**src/rtl/dep_track_table_pkg.sv**
```systemverilog
// Shared constants for the dependency tracking table.
// Default geometry and the index/count widths derived from it.
package dep_track_table_pkg;

  localparam int REGNUM_D = 32;
  localparam int BS_D     = 16;
  localparam int RIW_D    = $clog2(REGNUM_D);
  localparam int CIW_D    = $clog2(BS_D);
  localparam int CNTW_D   = $clog2(BS_D + 1);

endpackage

```
**src/rtl/dep_track_table_if.sv**
```systemverilog
// Insert/retire request bundle and dependency result bundle.
// The master drives requests; the table is the slave.
interface dep_track_table_if
  import dep_track_table_pkg::*;
#(
  parameter int REGNUM = REGNUM_D,
  parameter int BS     = BS_D
) ();

  localparam int RIW  = $clog2(REGNUM);
  localparam int CIW  = $clog2(BS);
  localparam int CNTW = $clog2(BS + 1);

  logic            ins_valid;
  logic [CIW-1:0]  ins_col;
  logic [RIW-1:0]  rs1;
  logic [RIW-1:0]  rs2;
  logic [RIW-1:0]  rd;
  logic            rs1_en;
  logic            rs2_en;
  logic            rd_en;
  logic            ret_valid;
  logic [CIW-1:0]  ret_col;
  logic [BS-1:0]   idt;
  logic            idt_valid;
  logic            ovw;
  logic [CNTW-1:0] occ;
  logic            full;
  logic            empty;

  modport master (
    output ins_valid, ins_col,
    output rs1, rs2, rd,
    output rs1_en, rs2_en, rd_en,
    output ret_valid, ret_col,
    input  idt, idt_valid, ovw,
    input  occ, full, empty
  );

  modport slave (
    input  ins_valid, ins_col,
    input  rs1, rs2, rd,
    input  rs1_en, rs2_en, rd_en,
    input  ret_valid, ret_col,
    output idt, idt_valid, ovw,
    output occ, full, empty
  );

endinterface

```
**src/rtl/dep_track_col_mask.sv**
```systemverilog
// One-hot column mask; out-of-range columns give an all-zero mask.
// Used for insert clear, retire clear and self-bit removal.
module dep_track_col_mask #(
  parameter int BS = 16,
  parameter int CW = 4
) (
  input  logic [CW-1:0] col_i,
  input  logic          en_i,
  output logic [BS-1:0] mask_o
);

  always_comb begin
    mask_o = '0;
    for (int i = 0; i < BS; i++) begin
      mask_o[i] = en_i && (col_i == CW'(i));
    end
  end

endmodule

```
**src/rtl/dep_track_table.sv**
```systemverilog
// RS/RD dependency matrices over the instruction-buffer columns.
// Produces the registered dependency vector of each inserted op.
module dep_track_table
  import dep_track_table_pkg::*;
#(
  parameter int REGNUM   = REGNUM_D,
  parameter int BS       = BS_D,
  parameter bit ZERO_REG = 1'b1
) (
  input logic clk,
  input logic rst_n,
  dep_track_table_if.slave bus
);

  localparam int RIW  = $clog2(REGNUM);
  localparam int CIW  = $clog2(BS);
  localparam int CNTW = $clog2(BS + 1);

  logic [BS-1:0]   rs_q [REGNUM];
  logic [BS-1:0]   rd_q [REGNUM];
  logic [BS-1:0]   rs_d [REGNUM];
  logic [BS-1:0]   rd_d [REGNUM];
  logic [BS-1:0]   cv_q, cv_d;
  logic [BS-1:0]   idt_q, idt_d;
  logic            idt_valid_q;
  logic            ovw_q, ovw_d;
  logic [CNTW-1:0] occ_q, occ_d;
  logic [BS-1:0]   ins_m, ret_m, clr, dep;
  logic            ins_acc;
  logic            e1, e2, ed;

  dep_track_col_mask #(.BS(BS), .CW(CIW)) u_ins_mask (
    .col_i  (bus.ins_col),
    .en_i   (bus.ins_valid),
    .mask_o (ins_m)
  );

  dep_track_col_mask #(.BS(BS), .CW(CIW)) u_ret_mask (
    .col_i  (bus.ret_col),
    .en_i   (bus.ret_valid),
    .mask_o (ret_m)
  );

  function automatic logic op_ok(
    input logic [RIW-1:0] idx,
    input logic           en
  );
    return en
        && (int'(idx) < REGNUM)
        && !(ZERO_REG && (idx == '0));
  endfunction

  assign e1      = op_ok(bus.rs1, bus.rs1_en);
  assign e2      = op_ok(bus.rs2, bus.rs2_en);
  assign ed      = op_ok(bus.rd, bus.rd_en);
  assign ins_acc = |ins_m;
  assign clr     = ins_m | ret_m;

  always_comb begin
    dep = '0;
    for (int r = 0; r < REGNUM; r++) begin
      rs_d[r] = rs_q[r] & ~clr;
      rd_d[r] = rd_q[r] & ~clr;
      if (e1 && (bus.rs1 == RIW'(r))) begin
        rs_d[r] = rs_d[r] | ins_m;
        dep     = dep | rd_q[r];
      end
      if (e2 && (bus.rs2 == RIW'(r))) begin
        rs_d[r] = rs_d[r] | ins_m;
        dep     = dep | rd_q[r];
      end
      if (ed && (bus.rd == RIW'(r))) begin
        rd_d[r] = rd_d[r] | ins_m;
        dep     = dep | rs_q[r] | rd_q[r];
      end
    end
  end

  // A same-column retire frees the slot, so that insert is no overwrite.
  assign cv_d  = (cv_q & ~clr) | ins_m;
  assign idt_d = dep & cv_q & ~ins_m & ~ret_m;
  assign ovw_d = |(ins_m & cv_q & ~ret_m);

  always_comb begin
    occ_d = '0;
    for (int i = 0; i < BS; i++) begin
      occ_d = occ_d + CNTW'(cv_d[i]);
    end
  end

  always_ff @(posedge clk or negedge rst_n) begin
    if (!rst_n) begin
      for (int r = 0; r < REGNUM; r++) begin
        rs_q[r] <= '0;
        rd_q[r] <= '0;
      end
      cv_q        <= '0;
      idt_q       <= '0;
      idt_valid_q <= 1'b0;
      ovw_q       <= 1'b0;
      occ_q       <= '0;
    end else begin
      for (int r = 0; r < REGNUM; r++) begin
        rs_q[r] <= rs_d[r];
        rd_q[r] <= rd_d[r];
      end
      cv_q        <= cv_d;
      idt_valid_q <= ins_acc;
      ovw_q       <= ovw_d;
      occ_q       <= occ_d;
      if (ins_acc) begin
        idt_q <= idt_d;
      end
    end
  end

  assign bus.idt       = idt_q;
  assign bus.idt_valid = idt_valid_q;
  assign bus.ovw       = ovw_q;
  assign bus.occ       = occ_q;
  assign bus.full      = (occ_q == CNTW'(BS));
  assign bus.empty     = (occ_q == '0);

endmodule

```
**src/flat_wrapper.sv**
```systemverilog
// flat-port wrapper written by rule: the top's interface ports become plain ports
module dep_track_table_flat import dep_track_table_pkg::*;
#(
  parameter int REGNUM   = REGNUM_D,
  parameter int BS       = BS_D,
  parameter bit ZERO_REG = 1'b1
)
  (clk, rst_n, bus_ins_valid, bus_ins_col, bus_rs1, bus_rs2, bus_rd, bus_rs1_en, bus_rs2_en, bus_rd_en, bus_ret_valid, bus_ret_col, bus_idt, bus_idt_valid, bus_ovw, bus_occ, bus_full, bus_empty);
  dep_track_table_if #(.REGNUM(REGNUM), .BS(BS)) bus_i ();
  input logic clk;
  input logic rst_n;
  input wire logic [$bits(bus_i.ins_valid)-1:0] bus_ins_valid;
  input wire logic [$bits(bus_i.ins_col)-1:0] bus_ins_col;
  input wire logic [$bits(bus_i.rs1)-1:0] bus_rs1;
  input wire logic [$bits(bus_i.rs2)-1:0] bus_rs2;
  input wire logic [$bits(bus_i.rd)-1:0] bus_rd;
  input wire logic [$bits(bus_i.rs1_en)-1:0] bus_rs1_en;
  input wire logic [$bits(bus_i.rs2_en)-1:0] bus_rs2_en;
  input wire logic [$bits(bus_i.rd_en)-1:0] bus_rd_en;
  input wire logic [$bits(bus_i.ret_valid)-1:0] bus_ret_valid;
  input wire logic [$bits(bus_i.ret_col)-1:0] bus_ret_col;
  output wire logic [$bits(bus_i.idt)-1:0] bus_idt;
  output wire logic [$bits(bus_i.idt_valid)-1:0] bus_idt_valid;
  output wire logic [$bits(bus_i.ovw)-1:0] bus_ovw;
  output wire logic [$bits(bus_i.occ)-1:0] bus_occ;
  output wire logic [$bits(bus_i.full)-1:0] bus_full;
  output wire logic [$bits(bus_i.empty)-1:0] bus_empty;
  assign bus_i.ins_valid = bus_ins_valid;
  assign bus_i.ins_col = bus_ins_col;
  assign bus_i.rs1 = bus_rs1;
  assign bus_i.rs2 = bus_rs2;
  assign bus_i.rd = bus_rd;
  assign bus_i.rs1_en = bus_rs1_en;
  assign bus_i.rs2_en = bus_rs2_en;
  assign bus_i.rd_en = bus_rd_en;
  assign bus_i.ret_valid = bus_ret_valid;
  assign bus_i.ret_col = bus_ret_col;
  assign bus_idt = bus_i.idt;
  assign bus_idt_valid = bus_i.idt_valid;
  assign bus_ovw = bus_i.ovw;
  assign bus_occ = bus_i.occ;
  assign bus_full = bus_i.full;
  assign bus_empty = bus_i.empty;
  dep_track_table #(.REGNUM(REGNUM), .BS(BS), .ZERO_REG(ZERO_REG)) u_core (.clk(clk), .rst_n(rst_n), .bus(bus_i));
endmodule
```
**config.mk**
```make
export PLATFORM = sky130hd
export DESIGN_NAME = dep_track_table_flat
export DESIGN_NICKNAME = d
export VERILOG_FILES = /design/src/rtl/dep_track_table_pkg.sv /design/src/rtl/dep_track_table_if.sv /design/src/rtl/dep_track_col_mask.sv /design/src/rtl/dep_track_table.sv /design/src/flat_wrapper.sv
export SDC_FILE = /design/constraint.sdc
export NUM_CORES = 2
export LEC_CHECK = 0
export CORE_AREA = 4 4 282 560
export CTS_BUF_LIST = sky130_fd_sc_hd__clkbuf_2 sky130_fd_sc_hd__clkbuf_4 sky130_fd_sc_hd__clkbuf_8
export DETAILED_ROUTE_END_ITERATION = 12
export DIE_AREA = 0 0 286 564
export PLACE_DENSITY = 0.43
export SYNTH_ARGS = -nofsm -noshare
export SYNTH_HDL_FRONTEND = slang
export SYNTH_SLANG_ARGS = --single-unit
```
**constraint.sdc**
```tcl
create_clock -name clk -period 9.4 [get_ports clk]
set_input_delay 0.94 -clock clk [delete_from_list [all_inputs] [get_ports clk]]
set_output_delay 0.94 -clock clk [all_outputs]
set_load 0.02 [all_outputs]
```
## Word level (Yosys, flattened, before mapping)

Index checks and enable logic that the tools add are counted.

- Bitwise logic cells: 298
- Mux-type cells: 192
- Equal/unequal tests: 124
- Reductions and logical operators: 142
- $add $sub $neg: 15

Operators by type and width:

| kind | count |
|---|---|
| $or A16 B16 Y16 | 225 |
| $mux W16 | 192 |
| $and A16 B16 Y16 | 70 |
| $eq A5 B5 Y1 const B | 49 |
| $logic_and A1 B1 Y1 | 131 |
| $eq A5 B4 Y1 const B | 24 |
| $add A5 B1 Y5 | 14 |
| $eq A4 B4 Y1 const B | 16 |
| $eq A5 B3 Y1 const B | 12 |
| $not A16 Y16 | 3 |
| $eq A4 B3 Y1 const B | 8 |
| $reduce_or A16 Y1 | 2 |
| $eq A5 B2 Y1 const B | 6 |
| $logic_not A5 Y1 | 4 |
| $eq A4 B2 Y1 const B | 4 |
| $eq A5 B1 Y1 const B | 3 |
| $eq A4 B1 Y1 const B | 2 |
| $logic_not A4 Y1 | 2 |
| $logic_not A1 Y1 | 3 |
| $add A1 B1 Y2 | 1 |

- Word-level logic and storage cells: 840
- Bits of input ports: 30
- Register bits: 1063
- Output and inout bits: 25

## Longest topological paths before layout

- Depth after elaboration: 230
- Gate-level depth with buffers: 19
- Mapped depth without buffers: 17

## Hierarchy

A second synthesis with hierarchy kept.

- Cells, all modules: 5168
- Area total of the unflattened synthesis: 49473.7 µm²

Modules (own cells, without submodules):

| module | instances | seq. area each (µm²) | cells an instance | area an instance (µm²) |
|---|---|---|---|---|
| dep_track_table | 1 | 25799.7 | 5122 | 49238.5 |
| dep_track_col_mask | 2 | 0.0 | 23 | 117.6 |

## Least setup slack after synthesis

OpenSTA, ideal clock, no wires.

- Path kind: in2reg
- Start: input port bus_ins_valid
- End: register u_core.occ_q[1] (netlist: u_core.bus.occ[1])
- Setup slack: 4.124 ns
- Arrival: 5.140 ns
- Cell stages on the path: 17
- Path through: inv_1 -> or3_1 -> clkbuf_1 -> nor2_1 -> clkbuf_1 -> buf_1 -> a21o_1 -> fa_1 -> inv_1 -> fa_1 -> fa_1 -> inv_1 -> fa_1 -> inv_1 -> fa_1 -> inv_1 -> fa_1

- Elaborated cells between the ends (all ways): 35

RTL lines:

| element | line | RTL |
|---|---|---|
| start, declared | flat_wrapper.sv:12 | `input wire logic [$bits(bus_i.ins_valid)-1:0] bus_ins_valid;` |
| $logic_and A1 B1 Y1 * | dep_track_col_mask.sv:15 | `mask_o[i] = en_i && (col_i == CW'(i));` |
| $or A16 B16 Y16 | dep_track_table.sv:57 | `assign clr = ins_m \| ret_m;` |
| $not A16 Y16 | dep_track_table.sv:80 | `assign cv_d = (cv_q & ~clr) \| ins_m;` |
| $and A16 B16 Y16 | dep_track_table.sv:80 |  |
| $or A16 B16 Y16 * | dep_track_table.sv:80 |  |
| net u_core.cv_d[8] | dep_track_table.sv:23 | `logic [BS-1:0] cv_q, cv_d;` |
| $add A5 B1 Y5 * (8 in a row) | dep_track_table.sv:87 | `occ_d = occ_d + CNTW'(cv_d[i]);` |
| net u_core.occ_d[1] | dep_track_table.sv:27 | `logic [CNTW-1:0] occ_q, occ_d;` |
| end signal, assigned | dep_track_table.sv:101 | `occ_q <= '0;` |
| end signal, assigned | dep_track_table.sv:110 | `occ_q <= occ_d;` |
| end, declared | dep_track_table.sv:27 |  |

The timed path passes the listed nets; every way through them passes the cells marked *.
A chain may end at the register's enable or synchronous reset.

## Worst setup path after layout

- Start: input port bus_ret_col[0]
- End: register u_core.occ_q[1] (netlist: u_core.bus.occ[1])

- Cells in the longest elaborated chain, start to end: 21
- Elaborated cells between the ends (all ways): 51

Ends and longest elaborated chain:

| element | line | RTL |
|---|---|---|
| start, declared | flat_wrapper.sv:21 | `input wire logic [$bits(bus_i.ret_col)-1:0] bus_ret_col;` |
| $logic_not A4 Y1 | dep_track_col_mask.sv:15 |  |
| $logic_and A1 B1 Y1 | dep_track_col_mask.sv:15 |  |
| $or A16 B16 Y16 | dep_track_table.sv:57 |  |
| $not A16 Y16 | dep_track_table.sv:80 |  |
| $and A16 B16 Y16 | dep_track_table.sv:80 |  |
| $or A16 B16 Y16 | dep_track_table.sv:80 |  |
| net u_core.cv_d[0] | dep_track_table.sv:23 |  |
| $add A1 B1 Y2 | dep_track_table.sv:87 |  |
| $add A5 B1 Y5 (14 in a row) | dep_track_table.sv:87 |  |
| net u_core.occ_d[1] | dep_track_table.sv:27 |  |

The timed path passes the listed nets, and every way through them passes these cells.

==> reports/metrics.yaml <==
final_layout:
  multi_input_area_sq_um: 18970
  seq_area_sq_um: 25800
  drive_gt1_share_pct: 14.64
  fin_area_sq_um: 52820
  area_growth_pct: 15.44
  fin_nets: 4098
  fillCellCount: 15449
timing:
  fin_tns_setup_ps: 0
  fin_crit_ps: 5182
  setup_violations: 0
  finalClockSkew_ps: 70.24
  max_freq_ghz: 0.1930
  final_max_slew_viol_count: 0
  rsz0062_at_grt: "false"
  whs_ps: 118.4
  finalCritPeriodShare_pct: 55.12
  hold_viol: 0
  tightest_slew_ps: 1377
  slew_headroom_pct: 7.863
floorplan:
  die_area_sq_um: 161300
  io_pins: 55
  dieWidth_um: 286
  core_sq_um: 153400
  rows: 203
  initial_utilization_pct: 29.83
  chipHeight_um: 564
route:
  viasPerCell: 6.492
  detail_route.wl_per_cell_um: 41.06
  num_vias: 40367
  routed_wl_um: 255300
  first_iter_violations: 5162
  drc: 0
  ant_nets: 0
  first_pass_iters: 6
setup_path:
  critPathSlowestCell: "nor3b_2"
  path_class: "primary input to flop"
  arrival_ps: 5900
  crit_path_max_fanout: 7
  crit_chain: "clkdlybuf4s50_1 > nor3b_2 > nand2_1 > nand2_1 > nand2_1 > ha_1 > fa_1 > inv_1 > fa_1 > fa_1 > inv_1 > fa_1 > inv_1 > fa_1 > inv_1 > fa_1"
  crit_buf_inv: 5
  cp_top_family: "adder cells"
  crit_top_cell: "fa_1"
  crit_path_max_incr_delay_ps: 720
  crit_required_ps: 10120
  endpoint_kind: "flop"
  startpoint_type: "primary input"
synth:
  synth_cell_types: 75
  synth.most_common_cell: "dfrtp_1"
  synth_top_area_share_pct: 56.38
  avgSynthCellArea_sq_um: 11.28
  seq_area_frac_synth_pct: 56.38
  synth_common_cells: "dfrtp_1 (1031), a22o_1 (1010), o21ai_0 (369)"
  synthCells: 4058
  synthFlopType: "dfrtp_1"
  yosysWarnings: 0
  synth-seq-cells: 1031
  synthesis.area_sq_um: 45760
  synth_top_cells_by_area: "dfrtp_1 (56%), a22o_1 (19%), o21ai_0 (4.0%)"
  synth_nets: 4103
  synthArstFlopShare_pct: 100.0
  synth_edf_count: 0
  synth_area_leader_cell: "dfrtp_1"
placement:
  hpwl_um: 164900
  place_area_sq_um: 49510
  portBuffers: 54
  gp_congestion: 0.9289
power_and_ir_drop:
  p_per_area_nw_per_um2: 184.8
  p_leak_nw: 23.37
  ir_drop_uv: 110.3
clocking:
  cts.sinks: 1031
  ctsResizeCount: 0
  clk_path_buf_depth: 4
  cts.clk_slew.worst_paths_ps: 70
  tritoncts: "yes"
  h-tree-depth: 4
  root_buffer: "clkbuf_8"
  numCtsBuffers: 162
  cts_post_setup_buffers_inserted: 0
  postCtsHoldBufs: 0
  clk_latency_ps: 890
global_route:
  grt_pass1_wl_um: 347000
  antenna_found_initial: 14
  grt_pass1_vias: 40331
  gr-total-overflow: 0
  grt_max_degree: 171
  grtUsageTotal_pct: 30.72
min_path:
  worstHoldPathType: "primary input to async pin"
run_status:
  outcome: "finished, final reports clean"
job:
  max_cap_viol_count: 0
==> through the flow <==
stage	utilization [%]	worst slack [ps]	instances	power (mW)
floorplan	-	4124	4058	5.190
global placement	32.27	3321	5939	5.705
detailed placement	32.27	3339	5939	5.701
CTS	34.42	4249	6209	9.813
global route	34.42	4014	6210	10.05
finish	34.43	4218	6218	9.760
==> sequential cells by signal, indices dropped and copies added, names as in the netlist <==
name / count
u_core.rd_q: 496
u_core.rs_q: 496
u_core.bus.idt: 16
u_core.cv_q: 16
u_core.bus.occ: 5
u_core.bus.idt_valid: 1
u_core.bus.ovw: 1
==> cells in the final DEF, fill, tap and decap left out, types with 7 or more instances in the layout <==
master           Yosys  final
a2111oi_0           19     18
a21oi_1             51     45
a221o_1              7      7
a221oi_1            36     36
a222oi_1            28     28
a22o_1            1010   1010
a22oi_1            149    149
and3_1              19     19
and4_1              10     10
buf_4               26    195
clkbuf_4             0     54
clkbuf_8             0    199
clkdlybuf4s50_1      0     52
clkinv_2             0     10
dfrtp_1           1031   1031
diode_2              0      9
fa_1                10     10
inv_1               25     24
nand2_1            210    210
nand2b_1            13     13
nand3_1             67     67
nand4_1            113    113
nor2_1             176    116
nor2_2               3     13
nor2_4               1     51
nor2b_1             16     16
nor3_1              61     57
nor4_1              27     27
o21a_1               7      7
o21ai_0            369    369
o22ai_1             35     10
o22ai_4              1     33
or2_2               12     13
or4_1                7      7
==> path summary, 6_finish.rpt <==
kind	startpoint	end	slack, ps	depth (start not counted)
min in group clk	u_core.rs_q[111]	u_core.rs_q[111]	500	1
max	bus_ret_col[0]	u_core.bus.occ[1]	4220	16
max in group asynchronous	rst_n	u_core.rd_q[302]	7010	3
min	rst_n	u_core.rs_q[247]	120	1
max reg2reg	u_core.cv_q[1]	u_core.bus.occ[1]	5330	13
min reg2reg	u_core.rs_q[111]	u_core.rs_q[111]	500	1
==> power by group <==
group / total [mW] / internal (mW) / leakage (nW) / switching [mW]
logic: 1.00 / 0.317 / 7.30 / 0.687
clock network: 4.14 / 2.17 / 1.75 / 1.97
registers: 4.62 / 4.54 / 14.3 / 0.0763
==> routing by layer <==
| layer | track usage (%) | part of all wire [%] | vias to the layer above |
|---|---|---|---|
| met5 | 0 | 0.0043 | - |
| met3 | 5.374 | 6.4 | 869 |
| met2 | 49.54 | 47 | 2313 |
| met1 | 35.00 | 36 | 21430 |
| met4 | 27.07 | 11 | 2 |
| li1 | - | - | 15753 |
==> final cells by class <==
class	count	share of cell area, %
inverter	25	0.1776
clock buffer	253	5.952
clock inverter	17	0.2795
sequential	1031	48.84
timing repair buffer	253	3.946
antenna	9	0.04263
tap	2050	4.856
multi-input combinational	2580	35.91
==> logic make-up (layout without fill, tap and decap cells) <==
group | Yosys count | in the layout | synth area share [%]
compound gates | 1776 | 1776 | 30.08
xor+xnor | 2 | 2 | 0.03829
simple gates | 787 | 787 | 8.725
flops | 1031 | 1031 | 56.38
fa+ha+maj | 15 | 15 | 0.5742
other cells | 0 | 9 | 0
buf+inv | 447 | 548 | 4.203
(Power assumes the default switching activity.)
